## config.mk

```make
export PLATFORM = sky130hd
export DESIGN_NAME = em_sensor_array
export DESIGN_NICKNAME = d
export VERILOG_FILES = /design/src/rtl/em_sensor_array.sv
export SDC_FILE = /design/constraint.sdc
export NUM_CORES = 1
export LEC_CHECK = 0
export CORE_UTILIZATION = 55
export DETAILED_ROUTE_END_ITERATION = 10
export PLACE_DENSITY = 0.76
export SLEW_MARGIN = 20
export SYNTH_ARGS = -nofsm -noshare
export SYNTH_HDL_FRONTEND = slang
export SYNTH_SLANG_ARGS = --single-unit
```

## constraint.sdc

```tcl
create_clock -name Clk -period 2.23 [get_ports Clk]
set_clock_uncertainty 0.1 [all_clocks]
set_input_delay 0.446 -clock Clk [delete_from_list [all_inputs] [get_ports Clk]]
set_output_delay 0.446 -clock Clk [all_outputs]
set_load 0.05 [all_outputs]
```

## src/rtl/em_sensor_array.sv

```systemverilog
// EM sensor array capture: rate-selectable sampling, per-bit debounce, and a
// sequence-tagged publish to the CPU over a ready/complete handshake.
module em_sensor_array #(
  parameter int unsigned NUM_SENSORS  = 8,
  parameter int unsigned FAST_DIV     = 4,
  parameter int unsigned SLOW_DIV     = 64,
  parameter int unsigned FILTER_DEPTH = 3,
  parameter int unsigned SEQ_W        = 8
) (
  input  logic                         Clk,
  input  logic                         Rst_n,
  input  logic                         Enable,
  input  logic [1:0]                   Mode,
  input  logic [NUM_SENSORS-1:0]       EMReading,
  input  logic                         CPUReadComplete,
  output logic [SEQ_W+NUM_SENSORS-1:0] EMResult,
  output logic [2:0]                   ErrorCode,
  output logic                         EMValReady,
  output logic                         Overrun
);

  localparam int unsigned PW = (SLOW_DIV > 2) ? $clog2(SLOW_DIV) : 1;
  localparam logic [PW-1:0] FastMax = PW'(FAST_DIV - 1);
  localparam logic [PW-1:0] SlowMax = PW'(SLOW_DIV - 1);

  typedef enum logic [1:0] {StStop, StIdle, StSample, StReady} state_e;

  state_e                                 state_q, state_d;
  logic [PW-1:0]                          presc_q, presc_d;
  logic [SEQ_W-1:0]                       seq_q, seq_d;
  logic [FILTER_DEPTH-1:0][NUM_SENSORS-1:0] hist_q, hist_d, hist_shift;
  logic [NUM_SENSORS-1:0]                 deb_q, deb_d, deb_next;
  logic [SEQ_W+NUM_SENSORS-1:0]           result_q, result_d;
  logic [2:0]                             err_q, err_d;
  logic                                   ready_q, ready_d;
  logic                                   overrun_q, overrun_d;
  logic [1:0]                             mode_q, mode_d;

  logic stop_req, bad_mode, running, switch_mode, tick, publish;
  logic [PW-1:0] presc_max;
  logic [NUM_SENSORS-1:0] all_one, any_one;

  assign stop_req    = !Enable || (Mode == 2'd0);
  assign bad_mode    = !stop_req && (Mode == 2'd3);
  assign running     = (state_q == StSample) || (state_q == StReady);
  assign switch_mode = running && !stop_req && !bad_mode && (Mode != mode_q);
  assign presc_max   = (Mode == 2'd2) ? SlowMax : FastMax;
  assign tick        = running && !stop_req && !bad_mode && !switch_mode &&
                       (presc_q == presc_max);
  assign publish     = tick && ((state_q == StSample) || CPUReadComplete);

  // A bit follows the input only once every history slot agrees.
  always_comb begin
    hist_shift[0] = EMReading;
    for (int i = 1; i < int'(FILTER_DEPTH); i++) hist_shift[i] = hist_q[i-1];
    all_one = '1;
    any_one = '0;
    for (int i = 0; i < int'(FILTER_DEPTH); i++) begin
      all_one = all_one & hist_shift[i];
      any_one = any_one | hist_shift[i];
    end
    deb_next = all_one | (deb_q & any_one);
  end

  always_ff @(posedge Clk or negedge Rst_n) begin
    if (!Rst_n) state_q <= StStop;
    else        state_q <= state_d;
  end

  always_comb begin
    state_d = state_q;
    if (stop_req || bad_mode) begin
      state_d = StStop;
    end else begin
      unique case (state_q)
        StStop:   state_d = StIdle;
        StIdle:   state_d = StSample;
        StSample: if (tick) state_d = StReady;
        StReady:  if (CPUReadComplete && !tick) state_d = StSample;
        default:  state_d = StStop;
      endcase
    end
  end

  always_comb begin
    presc_d   = presc_q;
    seq_d     = seq_q;
    hist_d    = hist_q;
    deb_d     = deb_q;
    result_d  = result_q;
    err_d     = err_q;
    ready_d   = ready_q;
    overrun_d = overrun_q;
    mode_d    = mode_q;
    if (stop_req) begin
      presc_d   = '0;
      ready_d   = 1'b0;
      overrun_d = 1'b0;
      err_d     = 3'd0;
    end else if (bad_mode) begin
      presc_d = '0;
      ready_d = 1'b0;
      err_d   = 3'd4;
    end else begin
      mode_d = Mode;
      err_d  = (state_q == StStop) ? 3'd1 : ((Mode == 2'd2) ? 3'd3 : 3'd2);
      if (!running || switch_mode || presc_q == presc_max) presc_d = '0;
      else                                                 presc_d = presc_q + 1'b1;
      if (tick) begin
        hist_d = hist_shift;
        deb_d  = deb_next;
      end
      if (publish) begin
        result_d = {seq_q, deb_next};
        seq_d    = seq_q + 1'b1;
        ready_d  = 1'b1;
      end else if (state_q == StReady) begin
        if (tick)                 overrun_d = 1'b1;
        else if (CPUReadComplete) ready_d   = 1'b0;
      end
    end
  end

  always_ff @(posedge Clk or negedge Rst_n) begin
    if (!Rst_n) begin
      presc_q   <= '0;
      seq_q     <= '0;
      hist_q    <= '0;
      deb_q     <= '0;
      result_q  <= '0;
      err_q     <= 3'd0;
      ready_q   <= 1'b0;
      overrun_q <= 1'b0;
      mode_q    <= 2'd0;
    end else begin
      presc_q   <= presc_d;
      seq_q     <= seq_d;
      hist_q    <= hist_d;
      deb_q     <= deb_d;
      result_q  <= result_d;
      err_q     <= err_d;
      ready_q   <= ready_d;
      overrun_q <= overrun_d;
      mode_q    <= mode_d;
    end
  end

  assign EMResult   = result_q;
  assign ErrorCode  = err_q;
  assign EMValReady = ready_q;
  assign Overrun    = overrun_q;

endmodule

```

# Word-level counts from Yosys, hierarchy flattened
# Cells that the tools add are included.
# totals
word_cells,88
ff_bits,63
in_bits,14
out_inout_bits,21
# op_classes
n_eq_ne,12
n_reduce_logical,32
bitwise,8
muxes,23
addsub,2
# op_table
op,n
8-bit bitwise AND,3
6-bit 2-to-1 mux,4
8-bit OR,3
1-bit 2-to-1 mux,12
3-bit AND reduction,3
"8-bit by 1-bit adder with 8-bit output, second input constant",1
"2-bit == test, second input constant",4
1-bit logical AND,8
2-bit 2-to-1 mux,4
2-bit one-hot mux with 4 select lines,1
4-bit nonzero test,2
"6-bit by 1-bit adder with 6-bit output, second input constant",1
6-bit == test,1
1-bit logical NOT,6
1-bit logical OR,6
3-bit 2-to-1 mux,2
2-bit logical NOT,2
"2-bit != test, second input constant",2
"4-bit by 3-bit != test with 1-bit output, second input constant",1
2-bit AND reduction,2
4-bit AND reduction,1
2-bit nonzero test,2
"3-bit by 2-bit != test with 1-bit output, second input constant",1
"3-bit != test, second input constant",1
3 further kinds,4

# Longest topological paths before layout
# logic_depth
word_depth,15
mapped_depth,8
ltp_nobuf,5

# Least setup slack after synthesis
# Ideal clock, no wire load.
# synth_path
path_type,input to register
from,input Mode[1]
to,register result_q[0] (netlist: EMResult[0])
path_slack_ns,0.127
cell_stages,7
setup_time_ns,0.125
t_arrival_ns,1.878
t_required_ns,2.005
path_cell_list,buf_6 -> nor2b_4 -> o21a_1 -> buf_6 -> nor3_4 -> buf_12 -> mux2_4
# synth_between
elab_chain_len,12
# synth_rtl
item,line_no,source
"start, declared",13,"input logic [1:0] Mode,"
2-bit logical NOT,43,assign stop_req = !Enable || (Mode == 2'd0);
1-bit logical OR,43,
1-bit logical NOT,"44, 46, 48",
1-bit logical AND,44,assign bad_mode = !stop_req && (Mode == 2'd3);
1-bit logical NOT,"46, 48",
1-bit logical AND,"46, 48",
1-bit logical AND,46,assign switch_mode = running && !stop_req && !bad_mode && (Mode != mode_q);
1-bit logical NOT,48,assign tick = running && !stop_req && !bad_mode && !switch_mode &&
1-bit logical AND (2 in series),48,
1-bit logical AND,50,assign publish = tick && ((state_q == StSample) || CPUReadComplete);
3-bit AND reduction (no source line) (*),--,
"end signal, assigned",140,result_q <= result_d;
"end, declared",33,"logic [SEQ_W+NUM_SENSORS-1:0] result_q, result_d;"
# Every way passes the cells marked *; elsewhere a longest branch is shown, timed or not.
# A chain may end at the register's enable or synchronous reset.

# Worst setup path after layout
# layout_path
from,input Mode[0]
to,register result_q[10] (netlist: EMResult[10])
# The elaborated chain is that of the path after synthesis.

==> impl_metrics.yaml <==
floorplanning:
  num_rows: 26
  ios: 35
  fp.dieW_um: 75.2
  die_area_um2: 5660
  start_util_pct: 57.4
  dieHeight_um: 75.2
  core_um2: 5140
logic_synthesis:
  synth_area_um2: 2950
  synth.ff_latch_count: 63
  async_flop_share_pct: 100
  ys_seq_area_share_pct: 53.4
  ys_types: 37
  synthCells: 266
  syn_nets: 282
  synth_top_family_by_area: "compound AO/OA/AOI/OAI gates"
  ys.flop_type: "dfrtp_1"
  synth_edf_count: 0
  synthSimpleGateAreaFrac_pct: 13.7
  ys_warn_count: 0
  synth-compound-area-share_pct: 14.1
  synthXorXnorAreaFrac_pct: 3.27
  synth_mux_area_share_pct: 10.7
  synth.avg_cell_area_um2: 11.1
  synth-adder-area-share_pct: 0.848
clock_tree:
  clock_latency_ps: 340
  cts_setup_buffers: 0
  path_clk_slew_ps: 60
  numClockSinks: 63
  cts_resized: 0
  cts_hold_buf: 0
  clock_path_buffers: 2
  cts_root_buf: "clkbuf_8"
  cts-htree-levels: 3
  cts_inserted_buffers: 9
  tritoncts: "built"
sta:
  max_slew_margin_pct: 62.1
  period_minus_slack_ps: 2110
  setup_violations: 0
  hold_slack_ps: -10.8
  fin_ws_ps: 117
  hold_viol_final: 5
  post-route-period-util_pct: 94.8
  max_freq_mhz: 473
  worst_slew_pin_slew_ps: 567
  timing.final.max_slew_violations: 0
  finalSetupTns_ps: 0
  rsz0062_at_grt: "false"
detailed_routing:
  drt-initial-drc-count: 184
  drc: 0
  via_per_inst: 5.61
  num_vias: 2257
  drtPass1Iterations: 4
  totalWireLength_um: 6220
  detail-route-antenna-nets: 0
  post_drt_wl_per_cell_um: 15.5
global_routing:
  grt-ovfl-total: 0
  grt_max_degree: 64
  grt_pass1_vias: 2293
  grt_use_total_pct: 25.1
  antenna_found_initial: 0
  grt_pass1_wl_um: 10400
setup_path:
  crit_arrival_ps: 2230
  criticalPathCategory: "input port to flop"
  cp.required_ps: 2350
  critPathLaunchType: "input port"
  crit_path_end_kind: "flop"
  critPathMaxFanout: 13
hold_path:
  hp-class: "input port to asynchronous set/reset pin"
placed_design:
  place_ws_ps: -228
  hpwl_um: 4170
  placed_cells: 386
  port_buffers: 34
  gp_congestion: 0.768
status:
  violations: "hold timing"
  run_status: "finished with violations"
pwr:
  p_per_area_nw_per_um2: 665
  peakVddDrop_mv: 0.571
  p_total_mw: 2.51
  total_leakage_power_nw: 1.70
layout:
  layoutNonFillerInstCount: 402
  syn_to_final_growth_pct: 27.8
  n_antenna_cell: 0
  final_nets: 343
  drive_gt1_share_pct: 21.4
flow_run:
  drv_cap: 0
-- flip-flops by register name, summed over array words and instances, names as in the netlist --
name        cells
EMResult       16
EMValReady      1
ErrorCode       3
Overrun         1
deb_q           8
hist_q         16
mode_q          2
presc_q         6
seq_q           8
state_q         2
-- critical path: stages --
cell and delay, ps:
clkdlybuf4s50_1 550, buf_4 150, nor2b_4 40, o21a_1 250, nor3_4 260, buf_12 180, mux2_2 330
-- layout make-up --
class	count	area (um2)
fill	395	1370
sequential	63	1580
clock buffer	13	149
timing repair buffer	60	568
inverter	11	41.3
clock inverter	3	90.1
multi-input combinational	182	1260
tap	70	87.6
-- cells in the final DEF, fill, tap and decap left out, types with 3 or more instances in the layout --
master and instances:
a211o_1 8, a21oi_1 21, and3_1 3, buf_12 3, buf_4 23, bufinv_16 3, clkbuf_1 3, clkbuf_8 10
clkdlybuf4s50_1 33, dfrtp_1 63, inv_1 11, mux2_2 16, mux2_4 9, nand2_1 20, nand3_1 12, nor2_1 14
nor2b_1 3, nor3_1 9, nor4_1 3, o21ai_0 30, xor2_1 9
-- kinds of logic after synthesis --
| logic type | after synthesis |
|---|---|
| and+or+nand+nor | 76 |
| AOI/OAI and AO/OA | 68 |
| DFF | 63 |
| muxes | 25 |
| buffers and inverters | 21 |
| xor gates and xnor gates | 11 |
| adders and majority gates | 2 |
-- worst paths after layout --
check | startpoint | end | slack [ps] | depth (start not counted)
setup / recovery | Mode[0] | EMResult[10] | 120 | 7
max in group asynchronous | Rst_n | hist_q[4] | 1740 | 2
setup reg to reg | presc_q[0] | seq_q[7] | 270 | 7
hold / removal | Rst_n | EMResult[6] | -10 | 2
hold reg to reg | presc_q[0] | presc_q[0] | 360 | 1
min in group Clk | presc_q[0] | presc_q[0] | 360 | 1
-- metal layers --
layer | global-route usage [%] | share of wire (%) | vias to the layer above
met5 | 0 | 0 | -
met4 | 11.7 | 1.9 | 0
met3 | 4.02 | 3.9 | 13
met2 | 42.4 | 50 | 52
met1 | 31.9 | 45 | 1117
li1 | - | - | 1075
-- per-stage QoR --
step,hold WS [ps],area (um2),utilization [%]
2_1_floorplan,50.4,2950,-
6_report,-10.8,3770,73.3
4_1_cts,14.2,3770,73.3
3_3_place_gp,350,3530,68.7
3_5_place_dp,360,3530,68.7
5_1_grt,38.3,3770,73.3
-- cell usage after synthesis (2+ instances only) --
cell type	n	area, um2
nand2_1	20	75.1
o211a_1	2	20.0
nor2b_1	3	18.8
a211o_1	8	70.1
mux2_2	16	180
clkbuf_1	2	7.51
and4bb_2	2	25.0
o211ai_1	2	15.0
nor2_1	14	52.6
mux2_4	9	135
nand3b_1	2	15.0
ha_1	2	25.0
a21oi_1	21	105
nor3_1	9	45.0
nor4_1	3	18.8
nand3_1	12	60.1
buf_2	5	25.0
xnor2_1	2	17.5
o21ai_0	30	150
nor4b_1	2	17.5
xor2_1	9	78.8
inv_1	11	41.3
buf_6	2	22.5
dfrtp_1	63	1580
and3_1	3	18.8
-- where the power goes --
group / switching (mW) / internal [mW] / leakage, nW
registers: 0.00765 / 1.15 / 0.832
clock network: 0.430 / 0.775 / 0.118
logic: 0.0851 / 0.0597 / 0.746
Note: power is estimated with default switching activity, not from simulation.
